[src/rtl/qpd_pkg.sv]
// Shared types and defaults for the qpd_multi trigger sequencer.
package qpd_pkg;

  typedef enum logic [1:0] {
    IDLE = 2'd0,
    RUN  = 2'd1,
    HOLD = 2'd2
  } state_t;

  localparam int N_CH_DEF  = 4;
  localparam int CNT_W_DEF = 16;
  localparam int PW_W_DEF  = 8;
  localparam int PW_MIN    = 1;

endpackage

[src/rtl/qpd_channel.sv]
// One trigger lane: registered pulse while the shared counter sits inside
// this lane's window [delay, delay+pw_eff-1].
module qpd_channel
  import qpd_pkg::*;
#(
  parameter int CNT_W = CNT_W_DEF,
  parameter int PW_W  = PW_W_DEF
) (
  input  logic                     sclock,
  input  logic                     rstn,
  input  logic [CNT_W-1:0]         delay,
  input  logic [PW_W-1:0]          pw_eff,
  input  logic [CNT_W+PW_W:0]      counter,
  input  logic                     run,
  output logic                     trigger
);

  localparam int CTR_W = CNT_W + PW_W + 1;

  logic [CTR_W-1:0] win_lo;
  logic [CTR_W-1:0] win_hi;
  logic             in_win;

  // Counter is wide enough that win_hi can never wrap.
  assign win_lo = CTR_W'(delay);
  assign win_hi = CTR_W'(delay) + CTR_W'(pw_eff);
  assign in_win = (counter >= win_lo) && (counter < win_hi);

  always_ff @(posedge sclock or negedge rstn) begin
    if (!rstn) begin
      trigger <= 1'b0;
    end else begin
      trigger <= run && in_win;
    end
  end

endmodule

[src/rtl/qpd_multi.sv]
// Multi-channel programmable-delay trigger sequencer.
// Optional build macro QPD_RETRIGGER_EN: re-fire on every rt request, not only on new delays.
module qpd_multi
  import qpd_pkg::*;
#(
  parameter int N_CH  = N_CH_DEF,
  parameter int CNT_W = CNT_W_DEF,
  parameter int PW_W  = PW_W_DEF
) (
  input  logic                    sclock,
  input  logic                    rstn,
  input  logic                    en,
  input  logic                    rt,
  input  logic [N_CH*CNT_W-1:0]   delays,
  input  logic [PW_W-1:0]         pulse_width,
  output logic [N_CH-1:0]         trigger,
  output logic                    busy,
  output logic                    done
);

  localparam int CTR_W = CNT_W + PW_W + 1;

  state_t                  state;
  state_t                  state_nxt;
  logic [CTR_W-1:0]        counter;
  logic [N_CH*CNT_W-1:0]   last_cfg;
  logic [N_CH*CNT_W-1:0]   dly_sh;
  logic [PW_W-1:0]         pw_sh;
  logic [CNT_W-1:0]        max_d;
  logic [CTR_W-1:0]        end_cnt;
  logic                    req;
  logic                    load;
  logic                    run;
  logic                    finish;

  function automatic logic [PW_W-1:0] pw_clamp(input logic [PW_W-1:0] pw);
    if (pw < PW_W'(PW_MIN)) return PW_W'(PW_MIN);
    return pw;
  endfunction

`ifdef QPD_RETRIGGER_EN
  assign req = en & rt;
`else
  assign req = en & rt & (delays != last_cfg);
`endif

  always_comb begin
    max_d = '0;
    for (int c = 0; c < N_CH; c++) begin
      if (dly_sh[c*CNT_W +: CNT_W] > max_d) max_d = dly_sh[c*CNT_W +: CNT_W];
    end
  end

  assign end_cnt = CTR_W'(max_d) + CTR_W'(pw_sh);
  assign run     = en && (state == RUN);
  assign finish  = run && (counter == end_cnt);
  assign busy    = (state != IDLE);

  always_comb begin
    state_nxt = state;
    load      = 1'b0;
    if (!en) begin
      state_nxt = IDLE;
    end else begin
      case (state)
        IDLE: if (req) begin
          load      = 1'b1;
          state_nxt = RUN;
        end
        RUN:  if (finish) state_nxt = HOLD;
        HOLD: if (!rt) state_nxt = IDLE;
        default: state_nxt = IDLE;
      endcase
    end
  end

  always_ff @(posedge sclock or negedge rstn) begin
    if (!rstn) begin
      state <= IDLE;
    end else begin
      state <= state_nxt;
    end
  end

  // Counter idles at zero, so a load needs no explicit clear.
  always_ff @(posedge sclock or negedge rstn) begin
    if (!rstn) begin
      counter  <= '0;
      last_cfg <= '0;
      done     <= 1'b0;
    end else begin
      done    <= finish;
      counter <= run ? counter + CTR_W'(1) : '0;
      if (load) last_cfg <= delays;
    end
  end

  // Shadow copy of the configuration; only consumed while run is high.
  always_ff @(posedge sclock) begin
    if (load) begin
      dly_sh <= delays;
      pw_sh  <= pw_clamp(pulse_width);
    end
  end

  for (genvar c = 0; c < N_CH; c++) begin : g_ch
    qpd_channel #(
      .CNT_W (CNT_W),
      .PW_W  (PW_W)
    ) u_ch (
      .sclock  (sclock),
      .rstn    (rstn),
      .delay   (dly_sh[c*CNT_W +: CNT_W]),
      .pw_eff  (pw_sh),
      .counter (counter),
      .run     (run),
      .trigger (trigger[c])
    );
  end

endmodule

[config.mk]
export PLATFORM = sky130hd
export DESIGN_NAME = qpd_multi
export DESIGN_NICKNAME = d
export VERILOG_FILES = /design/src/rtl/qpd_pkg.sv /design/src/rtl/qpd_channel.sv /design/src/rtl/qpd_multi.sv
export SDC_FILE = /design/constraint.sdc
export NUM_CORES = 1
export LEC_CHECK = 0
export ABC_CLOCK_PERIOD_IN_PS = 8500
export CORE_MARGIN = 4
export CORE_UTILIZATION = 50
export CTS_BUF_LIST = sky130_fd_sc_hd__clkbuf_4
export DETAILED_ROUTE_END_ITERATION = 10
export PLACE_DENSITY = 0.8
export SYNTH_ARGS = -nofsm -noshare
export SYNTH_HDL_FRONTEND = slang
export SYNTH_SLANG_ARGS = --single-unit
[constraint.sdc]
create_clock -name sclock -period 8.5 [get_ports sclock]
set_clock_uncertainty 0.05 [all_clocks]
set_input_delay 1.7 -clock sclock [delete_from_list [all_inputs] [get_ports sclock]]
set_output_delay 1.7 -clock sclock [all_outputs]
set_load 0.05 [all_outputs]
==> results by group, run 1 <==
Timing
  • FMAX: 123 MHz
  • Final worst setup slack: 0.390 ns
  • Final hold viol count: 0
  • Final setup vio count: 0
  • Tcrit/Tclk final: 0.954
  • Setup TNS: 0 ns
  • Slew of the pin with the lowest slew margin: 0.942 ns
  • Tmin final: 8.11 ns
  • Slew HR: 0.370
  • Final slew viol count: 0

Synth
  • Most frequent cells after synthesis: nand2_1, ha_1, xnor2_1
  • Post-Syn Area: 13,800 sq um
  • Most numerous cell in the Yosys netlist: nand2_1
  • Yosys cell types: 73
  • Asr flop ratio synth: 0.571
  • Cell taking the most area after synthesis: ha_1
  • Seq/Total Area, Yosys: 0.330
  • Syn Nets: 1,823
  • EDFF count, synth: 72
  • Synth warn: 0
  • Syn Inst Count: 1,525
  • Top cells by area, synth: ha_1, dfrtp_1, edfxtp_1, xnor2_1, nand2_1
  • Yosys reg bits: 168
  • Main synth FF type: dfrtp_1
  • Yosys top cell area share: 0.196
  • Synthesized area per cell: 9.07 sq um

Drt
  • Routed WL per cell: 19.5 um
  • Routed vias/inst: 5.77
  • First-pass DRT Iterations: 8
  • Post-route ant nets: 0
  • Final wirelength: 39.4 mm
  • Via Count: 11,695
  • # DRC: 0
  • Drt first-iter violations: 806

Clocking
  • CTS tree: done
  • Worst-case clock buffer depth: 2
  • Num CTS Buffers: 17
  • Clock Pin Slew Worst Setup and Hold Paths: 0.19 ns
  • Clock root buffer: clkbuf_4
  • Num Clock Sinks: 168
  • Clk Latency, worst-skew pair: 0.61 ns
  • H-Tree Depth: 4

Critical path
  • Crit-path max FO: 10
  • Most Frequent Cell on Critical Path: ha_1
  • FF-to-FF End: state[0]$_DFFE_PN0P_
  • Kind of critical path: reg2reg
  • Data required time of the worst path: 8.96 ns
  • Capture point of the worst path: state[0]$_DFFE_PN0P_
  • Worst r2r src: dly_sh[11]$_DFFE_PP_
  • Crit end category: flip-flop
  • CP peak stage delay: 0.44 ns
  • FF-to-FF path depth: 37
  • Worst setup SP type: flip-flop
  • CP Launch Point: dly_sh[11]$_DFFE_PP_
  • Internal reg-to-reg setup slack: 0.39 ns
  • Slowest CP cell: or3_4
  • Critical path arrival: 8.57 ns

GRT
  • Largest net degree at the start of global routing: 70
  • First-pass GRT wire length: 61.3 mm
  • Antenna violations before repair: 2
  • GRT Total Usage: 0.255
  • Vias in the first global route: 11,474
  • Overflow left after global routing: 0

Finish
  • Area of the multi-input gates: 8830 sq um
  • Nets@finish: 1,938
  • Area grow syn2layout: 14.1%
  • Sequential cell area: 4560 sq um
  • Share of layout cells above drive strength 1: 0.0871
  • Fillers: 2,336

Place
  • Pre-CTS setup slack: -0.137 ns
  • PortBufs: 81
  • Final HPWL DP: 30.9 mm
  • RD Place Congestion: 0.947

Run
  • Max Cap Viol: 0

Power
  • Cell Pwr Density: 144 nW/um^2
  • Maximum vdd drop: 0.114 mV
  • Static Leakage: 7.46 nW

Floorplan
  • Starting Density: 0.510
  • Die span in x: 174 um
  • Die footprint: 30,400 sq um
  • Core ar.: 27,100 sq um
  • Die height: 174 um
  • FP Rows: 60
  • IO Pins: 82

Run status
  • Status: finished clean

Worst hold path
  • Hold Crit Class: reg2reg
power by group:
| group | internal, mW | total [mW] | switching [mW] | leakage [nW] |
|---|---|---|---|---|
| registers | 0.927 | 0.997 | 0.0705 | 1.91 |
| logic | 0.355 | 0.780 | 0.425 | 5.40 |
| clock network | 0.135 | 0.490 | 0.355 | 0.154 |
registers in the layout, summed over array words and instances (netlist names):
register and flops:
counter 25, dly_sh 64, done 1, g_ch.u_ch.trigger 4, last_cfg 64, pw_sh 8
state 2
area by class of cell:
cell class              instances  share of cell area
diodes                          1            0.000158
clock buffers                  18             0.00856
clock inverters                14             0.00840
inverters                     111              0.0265
multi-input cells            1204               0.559
flip-flops and latches        168               0.289
well taps                     372              0.0295
repair buffers                138              0.0788
through the flow:
| step | hold WS (ns) | instances | util | total power [mW] | cell area (sq um) |
|---|---|---|---|---|---|
| 2_1_floorplan | 0.417 | 1525 | - | 1.52 | 13800 |
| 3_3_place_gp | 0.428 | 1962 | 0.558 | 1.72 | 15100 |
| 3_5_place_dp | 0.435 | 1962 | 0.558 | 1.75 | 15100 |
| 4_1_cts | 0.470 | 1994 | 0.568 | 2.23 | 15400 |
| 5_1_grt | 0.485 | 2026 | 0.583 | 2.40 | 15800 |
| 6_report | 0.466 | 2026 | 0.583 | 2.27 | 15800 |
routing by layer:
layer / GRT usage / wire, um / part of all wire / vias to the layer above
met2: 0.407 / 18000 / 0.46 / 404
met5: 0 / 0 / 0 / -
met3: 0.0326 / 2490 / 0.063 / 102
li1: - / - / - / 5557
met4: 0.126 / 2010 / 0.051 / 0
met1: 0.343 / 16900 / 0.43 / 5632
worst max-delay path, delay by kind of cell, from the launching register on:
kind / cells / cell delay (ns)
AOI/OAI and AO/OA: 16 / 2.94
and+or+nand+nor: 8 / 1.66
adders and majority gates: 5 / 1.44
muxes: 2 / 0.72
buffers and inverters: 4 / 0.46
DFF: 1 / 0.42
xor gates and xnor gates: 2 / 0.34
logic make-up after synthesis:
family	after synthesis	synth area share
compound gates	276	0.130
flops	168	0.330
buf+inv	155	0.0447
fa+ha+maj	222	0.203
xor+xnor	165	0.104
mux	8	0.00633
simple gates	531	0.181
placed cells by master, fill, tap and decap left out, types with 17 or more instances in the layout:
master           Yosys  routed
o21ai_0             49      47
inv_1              111     108
o21a_1              17      17
edfxtp_1            72      72
a21oi_1             87      79
nor3_1              29      26
a21o_1              50      50
nand2_1            263     262
o21bai_1            18      18
nand4_1             45      45
nand3_1             35      35
xor2_1              27      27
ha_1               217     216
clkbuf_4             0      18
buf_4                4      56
nor2_1              69      69
dfrtp_1             96      96
clkdlybuf4s50_1      0      80
xnor2_1            138     138
nor2b_1             22      22
worst min-delay path by stage:
stage	start	slack (ns)	to	cells past startpoint
finish	last_cfg[26]$_DFFE_PN0P_	0.47	last_cfg[26]$_DFFE_PN0P_	2
global route	last_cfg[26]$_DFFE_PN0P_	0.48	last_cfg[26]$_DFFE_PN0P_	2
CTS	last_cfg[42]$_DFFE_PN0P_	0.47	last_cfg[42]$_DFFE_PN0P_	2
detailed placement	last_cfg[0]$_DFFE_PN0P_	0.43	last_cfg[0]$_DFFE_PN0P_	2
global placement	last_cfg[17]$_DFFE_PN0P_	0.43	last_cfg[17]$_DFFE_PN0P_	2
floorplan	last_cfg[0]$_DFFE_PN0P_	0.42	last_cfg[0]$_DFFE_PN0P_	2
what timing repair did:
item	4_1_cts	5_1_grt
gates cloned	0	2
hold buffers	0	0
setup buffers	0	29
pin swaps	1	10
resized for setup	2	35
setup endpoints to repair	3	3
Note: power is estimated with default switching activity, not from simulation.
==> run 2: changes to the inputs <==
--- a/config.mk
+++ b/config.mk
@@ -7,10 +7,10 @@
 export LEC_CHECK = 0
 export ABC_CLOCK_PERIOD_IN_PS = 8500
 export CORE_MARGIN = 4
-export CORE_UTILIZATION = 50
+export CORE_UTILIZATION = 55
 export CTS_BUF_LIST = sky130_fd_sc_hd__clkbuf_4
 export DETAILED_ROUTE_END_ITERATION = 10
-export PLACE_DENSITY = 0.8
+export PLACE_DENSITY = 0.86
 export SYNTH_ARGS = -nofsm -noshare
 export SYNTH_HDL_FRONTEND = slang
 export SYNTH_SLANG_ARGS = --single-unit
==> run 2 against run 1 <==
Net effect: die area down 8.7%; final cell count is 3.2% lower; first-iteration DRC count up 18%; wire length down 0.27%; highest routed layer unchanged.
==> results by group, run 2 (synthesis gave the netlist of run 1 again) <==
Floorplan
  • Die height: 167 um (was 174 um)
  • Core ar.: 24,500 sq um (was 27,100 sq um)
  • FP Rows: 57 (was 60)
  • Die footprint: 27,800 sq um (was 30,400 sq um)
  • Starting Density: 0.564 (was 0.510)
  • IO Pins: 82 (unchanged)
  • Die span in x: 167 um (was 174 um)

Run status
  • Status: finished clean (unchanged)

Timing
  • Final hold viol count: 0 (unchanged)
  • Final worst setup slack: 0.257 ns (was 0.390 ns)
  • FMAX: 121 MHz (was 123 MHz)
  • Final setup vio count: 0 (unchanged)
  • Slew HR: 0.334 (was 0.370)
  • Slew of the pin with the lowest slew margin: 0.996 ns (was 0.942 ns)
  • Hold Worst Slack: 0.467 ns (was 0.466 ns)
  • Final slew viol count: 0 (unchanged)
  • Tcrit/Tclk final: 0.970 (was 0.954)
  • Tmin final: 8.24 ns (was 8.11 ns)

Drt
  • Via Count: 11,759 (was 11,695)
  • # DRC: 0 (unchanged)
  • Routed WL per cell: 20.0 um (was 19.5 um)
  • Drt first-iter violations: 951 (was 806)
  • Post-route ant nets: 0 (unchanged)
  • First-pass DRT Iterations: 7 (was 8)
  • Routed vias/inst: 5.99 (was 5.77)
  • Final wirelength: 39.3 mm (was 39.4 mm)

Place
  • Pre-CTS setup slack: -0.194 ns (was -0.137 ns)
  • Final HPWL DP: 30.6 mm (was 30.9 mm)
  • RD Place Congestion: 1.01 (was 0.947)
  • Cell Area, Placed: 15,000 sq um (was 15,100 sq um)
  • PortBufs: 81 (unchanged)

Clocking
  • H-Tree Depth: 4 (unchanged)
  • Clock Pin Slew Worst Setup and Hold Paths: 0.18 ns (was 0.19 ns)
  • Worst-case clock buffer depth: 2 (unchanged)
  • Num Clock Sinks: 168 (unchanged)
  • CTS tree: done (unchanged)
  • Clock root buffer: clkbuf_4 (unchanged)
  • Clk Latency, worst-skew pair: 0.58 ns (was 0.61 ns)
  • Hold-fix buffers at CTS: 0 (unchanged)
  • Num CTS Buffers: 17 (unchanged)

Critical path
  • Crit-path max FO: 14 (was 10)
  • Critical path arrival: 8.68 ns (was 8.57 ns)
  • Worst setup SP type: flip-flop (unchanged)
  • Kind of critical path: reg2reg (unchanged)
  • Internal reg-to-reg setup slack: 0.26 ns (was 0.39 ns)
  • Data required time of the worst path: 8.94 ns (was 8.96 ns)
  • CP peak stage delay: 0.50 ns (was 0.44 ns)
  • Crit end category: flip-flop (unchanged)
  • Most Frequent Cell on Critical Path: a21o_1 (was ha_1)
  • Slowest CP cell: edfxtp_1 (was or3_4)

GRT
  • Vias in the first global route: 11,741 (was 11,474)
  • GRT Total Usage: 0.276 (was 0.255)
  • Overflow left after global routing: 0 (unchanged)
  • First-pass GRT wire length: 61.3 mm (about the same)
  • Largest net degree at the start of global routing: 75 (was 70)
  • Antenna violations before repair: 2 (unchanged)

Finish
  • Commonest non-fill, non-tap cells in the layout: nand2_1, ha_1, xnor2_1 (unchanged)
  • Area grow syn2layout: 13.1% (was 14.1%)
  • Commonest non-fill, non-tap cell in the layout: nand2_1 (unchanged)
  • Share of layout cells above drive strength 1: 0.0782 (was 0.0871)
  • Nets@finish: 1,922 (was 1,938)
  • Layout Utilization: 0.638 (was 0.583)
  • Fillers: 1,987 (was 2,336)
  • Top Registers: dly_sh: 64 flops, last_cfg: 64 flops, counter: 25 flops (unchanged)
  • Post-Layout Inst Area: 15,600 sq um (was 15,800 sq um)

Power
  • Cell Pwr Density: 144 nW/um^2 (about the same)
  • Static Leakage: 7.38 nW (was 7.46 nW)
  • Maximum vdd drop: 0.152 mV (was 0.114 mV)

Worst hold path
  • Hold Crit Class: reg2reg (unchanged)

Run
  • Max Cap Viol: 0 (unchanged)
## run 2: changes by cell type in the layout (fill, tap and decap cells not counted), sizes merged
| cell | before | now |
|---|---|---|
| inv | 122 | 118 |
| and3 | 7 | 8 |
| clkinvlp | 0 | 4 |
| buf | 58 | 41 |
## run 2: final cells by class
class / count / area (sq um) / area share
Multi-Input combinational cell: 1205 / 8860 / 0.566
Sequential cell: 168 / 4560 / 0.292
Inverter: 111 / 419 / 0.0268
Clock inverter: 14 / 136 / 0.00872
Tap cell: 324 / 405 / 0.0259
Antenna cell: 1 / 2.50 / 0.000160
Timing Repair Buffer: 121 / 1120 / 0.0719
Clock buffer: 18 / 135 / 0.00864
## run 2: what timing repair did
action,in CTS,in global routing
hold endpoints to repair,0,0
resized for setup,5,30
endpoints found under the setup margin,3,3
buffers inserted,0,17
gates cloned,0,3
pin swaps,0,7
## run 2: critical path, delay by kind of cell (launching register included)
kind / cells / cell delay, ns
xor gates and xnor gates: 2 / 0.32
AOI/OAI and AO/OA: 17 / 3.27
muxes: 2 / 0.74
adders and majority gates: 5 / 1.47
and+or+nand+nor: 8 / 1.60
DFF: 1 / 0.50
buffers and inverters: 1 / 0.17
## run 2: final timing paths
kind                                     startpoint                       end  depth (start not counted)
max                            dly_sh[29]$_DFFE_PP_      state[0]$_DFFE_PN0P_                         35
min                        last_cfg[39]$_DFFE_PN0P_  last_cfg[39]$_DFFE_PN0P_                          2
max reg2reg                    dly_sh[29]$_DFFE_PP_      state[0]$_DFFE_PN0P_                         35
min reg2reg                last_cfg[39]$_DFFE_PN0P_  last_cfg[39]$_DFFE_PN0P_                          2
max in group asynchronous                      rstn  last_cfg[59]$_DFFE_PN0P_                          2
min in group asynchronous                      rstn      counter[6]$_DFF_PN0_                          1
## run 2: power breakdown
| group | switching (mW) | total (mW) | internal [mW] | leakage (nW) |
|---|---|---|---|---|
| registers | 0.0703 | 0.997 | 0.927 | 1.91 |
| clock network | 0.354 | 0.487 | 0.133 | 0.137 |
| logic | 0.425 | 0.776 | 0.351 | 5.33 |
## run 2: per-stage QoR
stage | power (mW) | std cells | setup TNS (ns)
5_1_grt | 2.39 | 1962 | -0.165
6_report | 2.26 | 1962 | 0
3_5_place_dp | 1.75 | 1909 | -0.485
3_3_place_gp | 1.72 | 1909 | 0
2_1_floorplan | 1.52 | 1525 | 0
4_1_cts | 2.23 | 1941 | 0
## run 2: per-layer routing
metal,share of wire,up-vias,global-route usage,routed length [um]
met5,0,-,0,0
met4,0.047,0,0.117,1850
met1,0.41,5595,0.363,16100
met3,0.070,126,0.0372,2770
met2,0.47,490,0.461,18600
li1,-,5548,-,-
